[config.mk]
export PLATFORM = sky130hd
export DESIGN_NAME = spi_slave_tx
export DESIGN_NICKNAME = d
export VERILOG_FILES = /design/src/rtl/spi_slave_tx.sv
export SDC_FILE = /design/constraint.sdc
export NUM_CORES = 1
export LEC_CHECK = 0
export CAP_MARGIN = 15
export CORE_ASPECT_RATIO = 0.8
export CORE_MARGIN = 4
export CORE_UTILIZATION = 60
export DETAILED_ROUTE_END_ITERATION = 6
export HOLD_SLACK_MARGIN = 0.05
export PLACE_DENSITY = 0.79
export SYNTH_ARGS = -nofsm -noshare
export SYNTH_HDL_FRONTEND = slang
export SYNTH_SLANG_ARGS = --single-unit
[constraint.sdc]
create_clock -name clk -period 6.3 [get_ports clk]
set_clock_uncertainty 0.15 [all_clocks]
set_input_delay 1.26 -clock clk [delete_from_list [all_inputs] [get_ports clk]]
set_output_delay 1.26 -clock clk [all_outputs]
set_load 0.01 [all_outputs]
[src/rtl/spi_slave_tx.sv]
// spi_slave_tx
// SPI slave transmitter (MISO side) that runs entirely on the system clock.
// sck and ss are oversampled through synchronisers. All four SPI modes and
// both bit orders are supported. Outgoing words are buffered in a small FIFO
// behind a valid/ready handshake, so several words can go out back-to-back
// within one ss assertion.
//
// Ports:
//   clk        system clock, rising edge
//   rst_n      asynchronous active-low reset
//   sck        SPI clock from the master (asynchronous)
//   ss         slave select, active-low (asynchronous)
//   cpol       clock idle level, latched at frame start
//   cpha       0: sample on leading edge, 1: sample on trailing edge
//   tx         registered MISO data
//   data       word to enqueue
//   data_valid data is valid this cycle
//   data_ready FIFO not full; a push happens on data_valid && data_ready
//   busy       a frame is active
//   word_done  one-cycle pulse when the last bit of a word is sampled
//   underrun   one-cycle pulse when a word is popped from an empty FIFO
module spi_slave_tx #(
  parameter int DATA_LENGTH = 8,
  parameter int FIFO_DEPTH  = 4,
  parameter bit LSB_FIRST   = 1'b1,
  parameter int SYNC_STAGES = 2
) (
  input  logic                   clk,
  input  logic                   rst_n,
  input  logic                   sck,
  input  logic                   ss,
  input  logic                   cpol,
  input  logic                   cpha,
  output logic                   tx,
  input  logic [DATA_LENGTH-1:0] data,
  input  logic                   data_valid,
  output logic                   data_ready,
  output logic                   busy,
  output logic                   word_done,
  output logic                   underrun
);

  localparam int PTRW = $clog2(DATA_LENGTH + 1);
  localparam int SCW  = $clog2(DATA_LENGTH);
  localparam int AW   = $clog2(FIFO_DEPTH);
  localparam int CW   = AW + 1;

  localparam logic [PTRW-1:0] PTR_END   = PTRW'(DATA_LENGTH);
  localparam logic [PTRW-1:0] PTR_ONE   = PTRW'(1);
  localparam logic [SCW-1:0]  SCNT_LAST = SCW'(DATA_LENGTH - 1);
  localparam logic [CW-1:0]   FULL_CNT  = CW'(FIFO_DEPTH);

  typedef enum logic {
    IDLE,
    ACTIVE
  } state_e;

  // Words are stored in transmit order so the shifter always walks
  // from index 0 upward regardless of LSB_FIRST.
  function automatic logic [DATA_LENGTH-1:0] txOrder(input logic [DATA_LENGTH-1:0] w);
    logic [DATA_LENGTH-1:0] r;
    r = w;
    if (!LSB_FIRST) begin
      for (int i = 0; i < DATA_LENGTH; i++) begin
        r[i] = w[DATA_LENGTH-1-i];
      end
    end
    return r;
  endfunction

  // ---------------------------------------------------------------------
  // Synchronisers for sck and ss, plus one extra register per signal used
  // for edge detection.
  // ---------------------------------------------------------------------
  logic [SYNC_STAGES-1:0] sckSync_q;
  logic [SYNC_STAGES-1:0] ssSync_q;
  logic                   sckPrev_q;
  logic                   ssPrev_q;

  always_ff @(posedge clk or negedge rst_n) begin
    if (!rst_n) begin
      sckSync_q <= '0;
      ssSync_q  <= '0;
      sckPrev_q <= 1'b0;
      ssPrev_q  <= 1'b0;
    end else begin
      sckSync_q <= {sckSync_q[SYNC_STAGES-2:0], sck};
      ssSync_q  <= {ssSync_q[SYNC_STAGES-2:0], ss};
      sckPrev_q <= sckSync_q[SYNC_STAGES-1];
      ssPrev_q  <= ssSync_q[SYNC_STAGES-1];
    end
  end

  logic sckS;
  logic ssS;
  logic ssFall;
  logic riseEdge;
  logic fallEdge;
  logic leadEdge;
  logic trailEdge;
  logic shiftEdge;
  logic sampleEdge;
  logic cpol_q;
  logic cpha_q;

  assign sckS     = sckSync_q[SYNC_STAGES-1];
  assign ssS      = ssSync_q[SYNC_STAGES-1];
  assign ssFall   = ssPrev_q & ~ssS;
  assign riseEdge = sckS & ~sckPrev_q;
  assign fallEdge = ~sckS & sckPrev_q;

  // Edge roles come from the mode latched at frame start, so the mode pins
  // can move freely during a frame without affecting it.
  assign leadEdge   = cpol_q ? fallEdge : riseEdge;
  assign trailEdge  = cpol_q ? riseEdge : fallEdge;
  assign shiftEdge  = cpha_q ? leadEdge : trailEdge;
  assign sampleEdge = cpha_q ? trailEdge : leadEdge;

  // ---------------------------------------------------------------------
  // Word FIFO. There is no bypass: a pop while the FIFO is empty is an
  // underrun, even if a push happens in the same cycle.
  // ---------------------------------------------------------------------
  logic [DATA_LENGTH-1:0] mem_q [FIFO_DEPTH];
  logic [AW-1:0]          wrPtr_q;
  logic [AW-1:0]          rdPtr_q;
  logic [CW-1:0]          count_q;
  logic                   fifoFull;
  logic                   fifoEmpty;
  logic                   pushEn;
  logic                   popReq;
  logic                   popEn;
  logic [DATA_LENGTH-1:0] loadWord;

  assign fifoFull   = (count_q == FULL_CNT);
  assign fifoEmpty  = (count_q == '0);
  assign data_ready = !fifoFull;
  assign pushEn     = data_valid && !fifoFull;
  assign popEn      = popReq && !fifoEmpty;
  assign loadWord   = fifoEmpty ? '0 : txOrder(mem_q[rdPtr_q]);

  always_ff @(posedge clk) begin
    if (pushEn) begin
      mem_q[wrPtr_q] <= data;
    end
  end

  always_ff @(posedge clk or negedge rst_n) begin
    if (!rst_n) begin
      wrPtr_q <= '0;
      rdPtr_q <= '0;
      count_q <= '0;
    end else begin
      if (pushEn) begin
        wrPtr_q <= wrPtr_q + 1'b1;
      end
      if (popEn) begin
        rdPtr_q <= rdPtr_q + 1'b1;
      end
      case ({pushEn, popEn})
        2'b10:   count_q <= count_q + 1'b1;
        2'b01:   count_q <= count_q - 1'b1;
        default: count_q <= count_q;
      endcase
    end
  end

  // ---------------------------------------------------------------------
  // Transmit FSM: state register.
  // ---------------------------------------------------------------------
  state_e                 state_q, state_d;
  logic                   tx_q, tx_d;
  logic [PTRW-1:0]        ptr_q, ptr_d;
  logic [SCW-1:0]         scnt_q, scnt_d;
  logic [DATA_LENGTH-1:0] shift_q, shift_d;
  logic                   cpol_d;
  logic                   cpha_d;
  logic                   wordDone_q, wordDone_d;
  logic                   underrun_q;

  always_ff @(posedge clk or negedge rst_n) begin
    if (!rst_n) begin
      state_q    <= IDLE;
      tx_q       <= 1'b0;
      ptr_q      <= '0;
      scnt_q     <= '0;
      shift_q    <= '0;
      cpol_q     <= 1'b0;
      cpha_q     <= 1'b0;
      wordDone_q <= 1'b0;
      underrun_q <= 1'b0;
    end else begin
      state_q    <= state_d;
      tx_q       <= tx_d;
      ptr_q      <= ptr_d;
      scnt_q     <= scnt_d;
      shift_q    <= shift_d;
      cpol_q     <= cpol_d;
      cpha_q     <= cpha_d;
      wordDone_q <= wordDone_d;
      underrun_q <= popReq && fifoEmpty;
    end
  end

  // ---------------------------------------------------------------------
  // Transmit FSM: next state. ptr is the index of the next bit to drive;
  // ptr == DATA_LENGTH means the current word is fully shifted out, so the
  // next shift edge fetches a fresh word. scnt counts sampled bits
  // independently to time word_done.
  // ---------------------------------------------------------------------
  always_comb begin
    state_d    = state_q;
    tx_d       = tx_q;
    ptr_d      = ptr_q;
    scnt_d     = scnt_q;
    shift_d    = shift_q;
    cpol_d     = cpol_q;
    cpha_d     = cpha_q;
    wordDone_d = 1'b0;
    popReq     = 1'b0;

    case (state_q)
      IDLE: begin
        tx_d   = 1'b0;
        ptr_d  = '0;
        scnt_d = '0;
        if (ssFall) begin
          cpol_d  = cpol;
          cpha_d  = cpha;
          popReq  = 1'b1;
          shift_d = loadWord;
          state_d = ACTIVE;
          // With cpha=0 the master samples on the very first edge, so the
          // first bit must already be on the line.
          if (!cpha) begin
            tx_d  = loadWord[0];
            ptr_d = PTR_ONE;
          end
        end
      end

      ACTIVE: begin
        if (ssS) begin
          state_d = IDLE;
          tx_d    = 1'b0;
          ptr_d   = '0;
          scnt_d  = '0;
        end else begin
          if (shiftEdge) begin
            if (ptr_q < PTR_END) begin
              tx_d  = shift_q[ptr_q[SCW-1:0]];
              ptr_d = ptr_q + 1'b1;
            end else begin
              popReq  = 1'b1;
              shift_d = loadWord;
              tx_d    = loadWord[0];
              ptr_d   = PTR_ONE;
            end
          end
          if (sampleEdge) begin
            if (scnt_q == SCNT_LAST) begin
              scnt_d     = '0;
              wordDone_d = 1'b1;
            end else begin
              scnt_d = scnt_q + 1'b1;
            end
          end
        end
      end

      default: state_d = IDLE;
    endcase
  end

  assign tx        = tx_q;
  assign busy      = (state_q == ACTIVE);
  assign word_done = wordDone_q;
  assign underrun  = underrun_q;

endmodule

==> flow_metrics.py, run 1 <==
metrics = {
    "finish": {
        "nNetsFinal": 251,
        "final_util_pct": 72.19,
        "area_delta_synth_final_pct": 15.95,
        "final_cell_mix": "dfrtp_1 (34), edfxtp_1 (32), clkdlybuf4s50_1 (19)",
        "final_common_cell": "dfrtp_1",
        "num_antenna_cells": 0,
        "drive_gt1_share_pct": 14.66,
    },
    "floorplanning": {
        "die_y_um": 69.96,
        "core_um2": 4624,
        "fp.dieArea_um2": 5977,
        "dieWidth_um": 85.45,
        "start_util_pct": 62.26,
        "ios": 20,
        "rows": 22,
    },
    "detailed_routing": {
        "drc": 0,
        "first_pass_iters": 4,
        "num_vias": 1717,
        "wire_per_inst_um": 17.82,
        "vias_per_cell": 5.880,
        "ant_nets": 0,
        "drt-initial-drc-count": 225,
        "drt-total-wl_um": 5202,
    },
    "cts": {
        "ctsLongestPathBuffers": 2,
        "cts_htree_levels": 3,
        "path_clk_slew_ns": 0.07,
        "ctsHoldBuffers": 0,
        "clkLatencyLatePin_ns": 0.35,
        "tritoncts": "done",
        "cts_resized": 0,
        "post_cts_buffers": 0,
        "numClockSinks": 66,
        "clockRootBuffer": "clkbuf_8",
        "numCtsBuffers": 9,
    },
    "grt": {
        "grt_pass1_vias": 1866,
        "met1_usage_pct": 25.99,
        "grt_max_degree": 33,
        "grtUsageMet3_pct": 6.486,
        "busiest_layer": "met2",
        "grt_overflow": 0,
        "grt_usage_pct": 20.32,
        "use_met2_pct": 32.76,
        "grt_pass1_wl_um": 9142,
        "antenna_found_initial": 0,
    },
    "placed_design": {
        "port_buffers": 19,
        "gp_congestion": 0.8154,
        "dp_hpwl_um": 3728,
    },
    "logic_synthesis": {
        "synth_area_um2": 2879,
        "synth.area.top_cells": "edfxtp_1 (33%), dfrtp_1 (30%), mux4_2 (7.0%)",
        "synth_edf_count": 32,
        "synth_top_cell_area_share_pct": 33.38,
        "ys_seq_area_share_pct": 62.93,
        "synthArstFlopShare_pct": 51.52,
        "yosys.cell_types.count": 45,
        "yosys_register_bits": 66,
        "avgSynthCellArea_um2": 14.18,
        "syn_nets": 227,
        "synthFlopType": "dfrtp_1",
        "yosysWarnings": 0,
        "syn_inst": 203,
        "synth_top_area_cell": "edfxtp_1",
    },
    "worst_setup_path": {
        "end_kind": "output pin",
        "critical_path_class": "reg -> out",
        "crit_arrival_ns": 1.60,
        "crit_chain": "inv_1 > nand3_1 > clkdlybuf4s50_1",
        "critPathMaxFanout": 6,
        "cpPeakStageDelay_ns": 0.57,
        "crit_slowest_cell": "clkdlybuf4s50_1",
        "cp-start-kind": "register",
        "reg2reg_slack_ns": 3.42,
        "worstPathRequired_ns": 4.89,
    },
    "pwr": {
        "p_int_uw": 937.8,
        "powerDensity_nw_per_um2": 401.9,
        "p_comb_share_pct": 23.5,
        "power.static_leakage_nw": 1.322,
        "clock_power_share_pct": 29.5,
        "ir_drop_v": 0.0003291,
        "p_seq_share_pct": 47.0,
        "netSwitchingFraction_pct": 30.09,
        "power.switching_uw": 403.6,
    },
    "sta": {
        "clock.fmax_mhz": 332.4,
        "slew_headroom_pct": 49.45,
        "rsz0062_at_grt": "false",
        "hold_viol_final": 0,
        "setup_viol": 0,
        "holdWs_ns": 0.2018,
        "maxSlewViolCount": 0,
        "tns_ns": 0,
        "period_share_pct": 47.76,
        "worst_pin_slew_ns": 0.7566,
        "min_period_ns": 3.009,
    },
    "flow_run": {
        "timing.max_cap.violations": 0,
    },
    "hold_path": {
        "min_path_type": "reg -> reg",
    },
    "status": {
        "status": "complete, no violations",
    },
}
-- final timing paths --
path	from	endpoint	cells past startpoint
setup reg to reg	cpol_q	count_q[2]	10
setup / recovery	count_q[0]	data_ready	3
min in group asynchronous	rst_n	wrPtr_q[0]	1
hold reg to reg	ssSync_q[0]	ssSync_q[1]	0
hold / removal	ssSync_q[0]	ssSync_q[1]	0
max in group asynchronous	rst_n	underrun	2
-- power groups by stage --
stage | sequential (mW) | clock [mW] | combinational, mW
after floorplan | 0.599 | 0 | 0.263
after global routing | 0.645 | 0.422 | 0.357
final | 0.631 | 0.396 | 0.315
after CTS | 0.632 | 0.401 | 0.319
after global placement | 0.631 | 0 | 0.297
after detailed placement | 0.641 | 0 | 0.317
-- metal layers --
layer / vias to the layer above / share of wire [%]
met5: - / 0
met4: 0 / 1.4
met3: 11 / 5.9
met2: 54 / 51
met1: 853 / 41
li1: 799 / -
-- kinds of logic after synthesis --
family | Yosys count | synth area share, %
AO/OA/AOI/OAI | 30 | 7.215
XOR/XNOR | 5 | 1.782
adder cells (fa/ha/maj) | 9 | 4.172
buffers and inverters | 15 | 2.433
flip-flops | 66 | 62.93
multiplexers | 20 | 11.39
AND/OR/NAND/NOR | 58 | 10.08
-- cell usage after synthesis (2+ instances only) --
| cell type | number |
|---|---|
| dfrtp_1 | 34 |
| edfxtp_1 | 32 |
| nand2_1 | 17 |
| nor2_1 | 12 |
| o21ai_1 | 10 |
| mux4_2 | 9 |
| ha_1 | 8 |
| inv_1 | 8 |
| o211ai_1 | 7 |
| and3_1 | 6 |
| mux2i_1 | 6 |
| nand2b_1 | 5 |
| nand3_1 | 5 |
| a31oi_1 | 3 |
| nor3_1 | 3 |
| a21oi_1 | 2 |
| and2_1 | 2 |
| clkbuf_1 | 2 |
| mux2i_2 | 2 |
| nor2b_1 | 2 |
| o21ai_0 | 2 |
| xnor2_1 | 2 |
| xor2_1 | 2 |
-- metrics by stage --
stage               setup slack, ns  area [µm²]  total power [mW]  instances
finish                        3.291        3338             1.341        292
global route                  3.179        3338             1.424        292
CTS                           3.286        3338             1.352        292
detailed placement            3.039        3112            0.9580        276
global placement              3.142        3112            0.9288        276
floorplan                     3.644        2879            0.8616        203
-- registers in the layout, summed over array words and instances (netlist names), 2 cells and up --
register,flops
scnt_q,3
sckSync_q,2
count_q,3
ptr_q,4
mem_q,32
shift_q,8
rdPtr_q,2
ssSync_q,2
wrPtr_q,2
-- final cells by class --
cell class | instances | area (µm²)
multi-input combinational | 122 | 997.2
clock inverter | 7 | 102.6
clock buffer | 9 | 123.9
inverter | 8 | 30.03
timing repair buffer | 20 | 197.7
fill | 296 | 1286
tap | 60 | 75.07
sequential | 66 | 1812
-- critical path: cells and delay by family (launching register included) --
| kind | cells | cell delay, ns |
|---|---|---|
| simple gates | 1 | 0.17 |
| flops | 1 | 0.41 |
| buf+inv | 2 | 0.67 |
(Power assumes the default switching activity.)
==> run 2, diff against run 1 <==
--- a/config.mk
+++ b/config.mk
@@ -8,10 +8,10 @@
 export CAP_MARGIN = 15
 export CORE_ASPECT_RATIO = 0.8
 export CORE_MARGIN = 4
-export CORE_UTILIZATION = 60
+export CORE_UTILIZATION = 58
 export DETAILED_ROUTE_END_ITERATION = 6
 export HOLD_SLACK_MARGIN = 0.05
-export PLACE_DENSITY = 0.79
+export PLACE_DENSITY = 0.77
 export SYNTH_ARGS = -nofsm -noshare
 export SYNTH_HDL_FRONTEND = slang
 export SYNTH_SLANG_ARGS = --single-unit
==> constraint.sdc (replaced) <==
create_clock -name clk -period 3 [get_ports clk]
set_clock_uncertainty 0.15 [all_clocks]
set_input_delay 0.6 -clock clk [delete_from_list [all_inputs] [get_ports clk]]
set_output_delay 0.6 -clock clk [all_outputs]
set_load 0.01 [all_outputs]
==> run 2 against run 1 <==
Net effect: sequential share of layout area decreased by 0.74 points; via count decreased by 0.70%; global-route usage decreased by 0.81 points; total power increased by 120%; die area increased by 3.1%; clock power increased by 130%; critical path depth increased by 7; non-clock buffer count increased by 2; hold slack improved by 0.013 ns; utilization increased by 0.14 points; sequential cell count unchanged; register-to-register slack got worse by 3.3 ns; largest cell class unchanged.
==> flow_metrics.py, run 2 (same netlist as run 1, synthesis figures left out) <==
metrics = {
    "sta": {
        "min_period_ns": 2.893,
        "hold_viol_final": 0,
        "period_share_pct": 96.43,
        "maxSlewViolCount": 0,
        "slew_headroom_pct": 63.64,
        "worst_pin_slew_ns": 0.5443,
        "clock.fmax_mhz": 345.7,
        "rsz0062_at_grt": "false",
        "tns_ns": 0,
        "setup_viol": 0,
    },
    "placed_design": {
        "dp_hpwl_um": 3585,
        "gp_congestion": 0.8424,
        "port_buffers": 19,
    },
    "finish": {
        "num_antenna_cells": 0,
        "drive_gt1_share_pct": 15.38,
        "num-fill-cells": 309,
        "biggestRegsByFlops": "mem_q: 32 flops, shift_q: 8 flops, ptr_q: 4 flops",
        "final_cell_mix": "dfrtp_1 (34), edfxtp_1 (32), clkdlybuf4s50_1 (19)",
        "nNetsFinal": 253,
        "largest_register_ffs": 32,
        "area_delta_synth_final_pct": 17.56,
        "largest_register": "mem_q",
        "final_common_cell": "dfrtp_1",
    },
    "status": {
        "status": "complete, no violations",
    },
    "floorplanning": {
        "fp.dieArea_um2": 6162,
        "start_util_pct": 61.52,
        "die_y_um": 71.02,
        "core_um2": 4679,
        "dieWidth_um": 86.77,
        "ios": 20,
        "rows": 22,
    },
    "detailed_routing": {
        "wire_per_inst_um": 17.44,
        "wl_met3_um": 294,
        "ant_nets": 0,
        "vias_per_cell": 5.799,
        "drt-total-wl_um": 5127,
        "drc": 0,
        "wl_met1_um": 2146,
        "top_layer": "met4",
        "first_pass_iters": 4,
        "num_vias": 1705,
        "drt-initial-drc-count": 139,
        "dr_wl_met2_um": 2600,
    },
    "hold_path": {
        "min_path_type": "reg -> reg",
    },
    "pwr": {
        "netSwitchingFraction_pct": 28.71,
        "power.switching_uw": 832.8,
        "ir_drop_v": 0.0005356,
        "powerDensity_nw_per_um2": 857.2,
        "p_comb_share_pct": 24.6,
        "finalPower_mw": 2.901,
        "p_seq_share_pct": 44.4,
        "power.static_leakage_nw": 1.347,
        "clock_power_share_pct": 31.0,
        "p_int_mw": 2.068,
    },
    "cts": {
        "numCtsBuffers": 9,
        "clkLatencyLatePin_ns": 0.33,
        "tritoncts": "done",
        "ctsLongestPathBuffers": 2,
        "clockRootBuffer": "clkbuf_8",
        "ctsHoldBuffers": 0,
        "numClockSinks": 66,
        "path_clk_slew_ns": 0.07,
        "cts_htree_levels": 3,
    },
    "grt": {
        "grt_overflow": 0,
        "grt_pass1_wl_um": 9073,
        "grt_usage_pct": 19.52,
        "grt_max_degree": 35,
        "antenna_found_initial": 0,
        "grt_pass1_vias": 1848,
    },
    "worst_setup_path": {
        "critPathMaxFanout": 10,
        "critical_path_class": "reg -> reg",
        "cp-start-kind": "register",
        "end_kind": "register",
        "crit_arrival_ns": 2.99,
        "worstPathRequired_ns": 3.10,
    },
    "flow_run": {
        "timing.max_cap.violations": 0,
    },
}
==> run 2: cell types whose count changed in the layout (fill, tap and decap cells not counted), sizes merged <==
cell	before	now
buf	1	3
bufinv	2	3
clkinvlp	1	0
==> run 2: per-stage QoR <==
step | hold slack [ns] | worst slack [ns] | util [%] | instance area [µm²] | instances
after global routing | 0.2262 | 0.007962 | 72.33 | 3385 | 294
after CTS | 0.2171 | 0.09132 | 72.14 | 3376 | 294
after floorplan | 0.1544 | 0.4468 | - | 2879 | 203
after global placement | 0.1888 | 0.3181 | 66.82 | 3127 | 278
final | 0.2146 | 0.1070 | 72.33 | 3385 | 294
after detailed placement | 0.1999 | 0.1170 | 66.82 | 3127 | 278
==> run 2: layout make-up <==
class	instances	area (µm²)	share of cell area (%)
inverters	8	30.03	0.8872
flip-flops and latches	66	1812	53.53
multi-input cells	122	1006	29.72
repair buffers	22	212.7	6.285
clock buffers	9	123.9	3.660
well taps	60	75.07	2.218
clock inverters	7	125.1	3.697
==> run 2: worst paths after layout <==
kind	from	to	slack (ns)	cells after the start
worst max-delay path	cpol_q	count_q[2]	0.11	10
worst min-delay path	ssSync_q[0]	ssSync_q[1]	0.21	0
worst max register to register	cpol_q	count_q[2]	0.11	10
worst min register to register	ssSync_q[0]	ssSync_q[1]	0.21	0
max in group asynchronous	rst_n	scnt_q[2]	1.87	2
min in group asynchronous	rst_n	ssSync_q[1]	0.52	2
==> run 2: power by group through the flow <==
stage / Combinational [mW] / Sequential, mW / Clock [mW]
4_1_cts: 0.718 / 1.29 / 0.916
3_5_place_dp: 0.709 / 1.31 / 0
2_1_floorplan: 0.552 / 1.26 / 0
5_1_grt: 0.800 / 1.31 / 0.966
6_report: 0.713 / 1.29 / 0.900
3_3_place_gp: 0.677 / 1.29 / 0
==> run 2: timing repair <==
item | CTS | global route
hold endpoints to repair | 0 | 0
buffers inserted | 0 | 0
resized for setup | 0 | 1
setup endpoints to repair | 0 | 1
==> run 2: layer usage <==
layer / track usage, % / vias up
met2: 30.98 / 53
met5: 0 / -
met1: 25.43 / 837
li1: - / 804
met4: 6.574 / 0
met3: 6.519 / 11
==> run 2: critical path, cell delays in order (launching register included) <==
cell     delay [ns]
dfrtp_1        0.41
xnor2_2        0.35
mux2i_4        0.39
a31oi_4        0.20
nor2_1         0.17
ha_1           0.20
inv_1          0.06
fa_1           0.38
xor2_1         0.16
nor2_1         0.14
xor2_1         0.20
==> run 3, diff against run 2 <==
--- a/config.mk
+++ b/config.mk
@@ -11,7 +11,7 @@
 export CORE_UTILIZATION = 58
 export DETAILED_ROUTE_END_ITERATION = 6
 export HOLD_SLACK_MARGIN = 0.05
-export PLACE_DENSITY = 0.77
+export PLACE_DENSITY = 0.81
 export SYNTH_ARGS = -nofsm -noshare
 export SYNTH_HDL_FRONTEND = slang
 export SYNTH_SLANG_ARGS = --single-unit
==> run 3 against run 2 <==
Net effect: total power down 3.8%; clock power down 12%; sequential power about the same; via count up 1.3%; critical path depth unchanged; sequential share of layout area up 0.34 points; critical path type unchanged; critical endpoint unchanged.
==> flow_metrics.py, run 3 (same netlist as run 1, synthesis figures left out) <==
metrics = {
    "status": {
        "status": "complete, no violations",
    },
    "flow_run": {
        "timing.max_cap.violations": 0,
    },
    "floorplanning": {
        "core_um2": 4679,
        "rows": 22,
        "ios": 20,
        "start_util_pct": 61.52,
        "die_y_um": 71.02,
        "dieWidth_um": 86.77,
        "fp.dieArea_um2": 6162,
    },
    "pwr": {
        "p_comb_share_pct": 25.5,
        "finalPower_mw": 2.789,
        "p_int_mw": 1.975,
        "power.static_leakage_nw": 1.333,
        "ir_drop_v": 0.0005072,
        "p_seq_share_pct": 46.2,
        "clock_power_share_pct": 28.3,
        "power.switching_uw": 814.0,
        "powerDensity_nw_per_um2": 829.4,
        "netSwitchingFraction_pct": 29.18,
    },
    "worst_setup_path": {
        "reg2reg_slack_ns": 0.23,
        "critPathMaxFanout": 10,
        "critical_path_class": "reg -> reg",
        "timing.rr.start": "cpol_q",
        "cp-startpoint": "cpol_q",
        "cp-start-kind": "register",
        "worstPathRequired_ns": 3.11,
        "crit_cells": 10,
        "end_kind": "register",
        "cpPeakStageDelay_ns": 0.43,
        "crit_chain": "xnor2_4 > mux2i_4 > a31oi_4 > nor2_1 > ha_1 > inv_1 > fa_1 > xor2_1 > nor2_1 > xor2_1",
        "crit_arrival_ns": 2.89,
        "rr_worst_depth": 10,
        "crit_family": "XOR/XNOR gates",
        "crit_slowest_cell": "dfrtp_1",
        "crit_path_end": "count_q[2]",
        "reg2reg_to": "count_q[2]",
        "path_buf_inv": 1,
    },
    "grt": {
        "grt_usage_pct": 17.94,
        "grt_overflow": 0,
        "grt_max_degree": 35,
        "grt_pass1_vias": 1724,
        "antenna_found_initial": 0,
        "grt_pass1_wl_um": 8259,
    },
    "placed_design": {
        "port_buffers": 19,
        "dp_hpwl_um": 3398,
        "gp_congestion": 0.7579,
    },
    "sta": {
        "tns_ns": 0,
        "maxSlewViolCount": 0,
        "worst_pin_slew_ns": 0.4861,
        "rsz0062_at_grt": "false",
        "period_share_pct": 92.43,
        "clock.fmax_mhz": 360.6,
        "hold_viol_final": 0,
        "setup_viol": 0,
        "min_period_ns": 2.773,
        "slew_headroom_pct": 67.59,
    },
    "hold_path": {
        "min_path_type": "reg -> reg",
    },
    "finish": {
        "largest_register": "mem_q",
        "area_delta_synth_final_pct": 16.82,
        "num_antenna_cells": 0,
        "multi_input_area_um2": 1017,
        "num-fill-cells": 309,
        "nNetsFinal": 254,
        "seq_area_um2": 1812,
        "final_cell_mix": "dfrtp_1 (34), edfxtp_1 (32), clkdlybuf4s50_1 (19)",
        "largest_register_ffs": 32,
        "drive_gt1_share_pct": 14.89,
        "final_common_cell": "dfrtp_1",
        "biggestRegsByFlops": "mem_q: 32 flops, shift_q: 8 flops, ptr_q: 4 flops",
    },
    "detailed_routing": {
        "drt-initial-drc-count": 132,
        "drc": 0,
        "vias_per_cell": 5.858,
        "first_pass_iters": 4,
        "wire_per_inst_um": 16.88,
        "num_vias": 1728,
        "ant_nets": 0,
        "drt-total-wl_um": 4979,
    },
    "cts": {
        "path_clk_slew_ns": 0.07,
        "numCtsBuffers": 9,
        "tritoncts": "done",
        "clockRootBuffer": "clkbuf_8",
        "cts_htree_levels": 3,
        "numClockSinks": 66,
        "ctsLongestPathBuffers": 2,
        "clkLatencyLatePin_ns": 0.34,
        "ctsHoldBuffers": 0,
    },
}
[run 3: cell type report]
class | instances | share of cell area (%)
tap | 60 | 2.232
multi-input combinational | 122 | 30.25
sequential | 66 | 53.87
clock buffer | 10 | 3.795
inverter | 8 | 0.8929
timing repair buffer | 23 | 6.548
clock inverter | 6 | 2.418
[run 3: per-layer routing]
metal / routed length, µm / track usage, % / up-vias
met3: 258 / 7.218 / 8
met5: 0 / 0 / -
met1: 2189 / 24.57 / 871
li1: - / - / 809
met4: 44 / 4.844 / 0
met2: 2487 / 26.91 / 40
[run 3: power groups by stage]
stage	sequential, mW	combinational (mW)	clock (mW)
after floorplan	1.26	0.552	0
after global placement	1.29	0.679	0
after detailed placement	1.30	0.704	0
after CTS	1.29	0.711	0.801
after global routing	1.31	0.789	0.848
final	1.29	0.710	0.790
[run 3: through the flow]
stage	utilization (%)	setup slack [ns]	instances	area (µm²)	hold WS (ns)
after global routing	71.87	0.05686	295	3363	0.2264
after global placement	66.98	0.3122	279	3134	0.1846
after detailed placement	66.98	0.1929	279	3134	0.1847
after CTS	71.44	0.1532	295	3343	0.2004
final	71.87	0.2270	295	3363	0.1988
after floorplan	-	0.4468	203	2879	0.1544
[run 3: how the worst min path moves through the flow]
stage	from	to	slack (ns)	cells past startpoint
3_3_place_gp	ssSync_q[0]	ssSync_q[1]	0.18	0
6_report	ssSync_q[0]	ssSync_q[1]	0.20	0
5_1_grt	ssSync_q[0]	ssSync_q[1]	0.23	0
2_1_floorplan	rst_n	busy	0.15	0
4_1_cts	ssSync_q[0]	ssSync_q[1]	0.20	0
3_5_place_dp	ssSync_q[0]	ssSync_q[1]	0.18	0
[run 3: what timing repair did]
item	in CTS	in global routing
endpoints found under the setup margin	0	1
gates resized for setup	0	2
buffers inserted	0	0
[run 3: worst reg2reg max path, stage by stage (launching register included)]
cell and delay, ns:
dfrtp_1 0.43, xnor2_4 0.28, mux2i_4 0.36, a31oi_4 0.21, nor2_1 0.16, ha_1 0.20, inv_1 0.07, fa_1 0.37
xor2_1 0.15, nor2_1 0.14, xor2_1 0.17
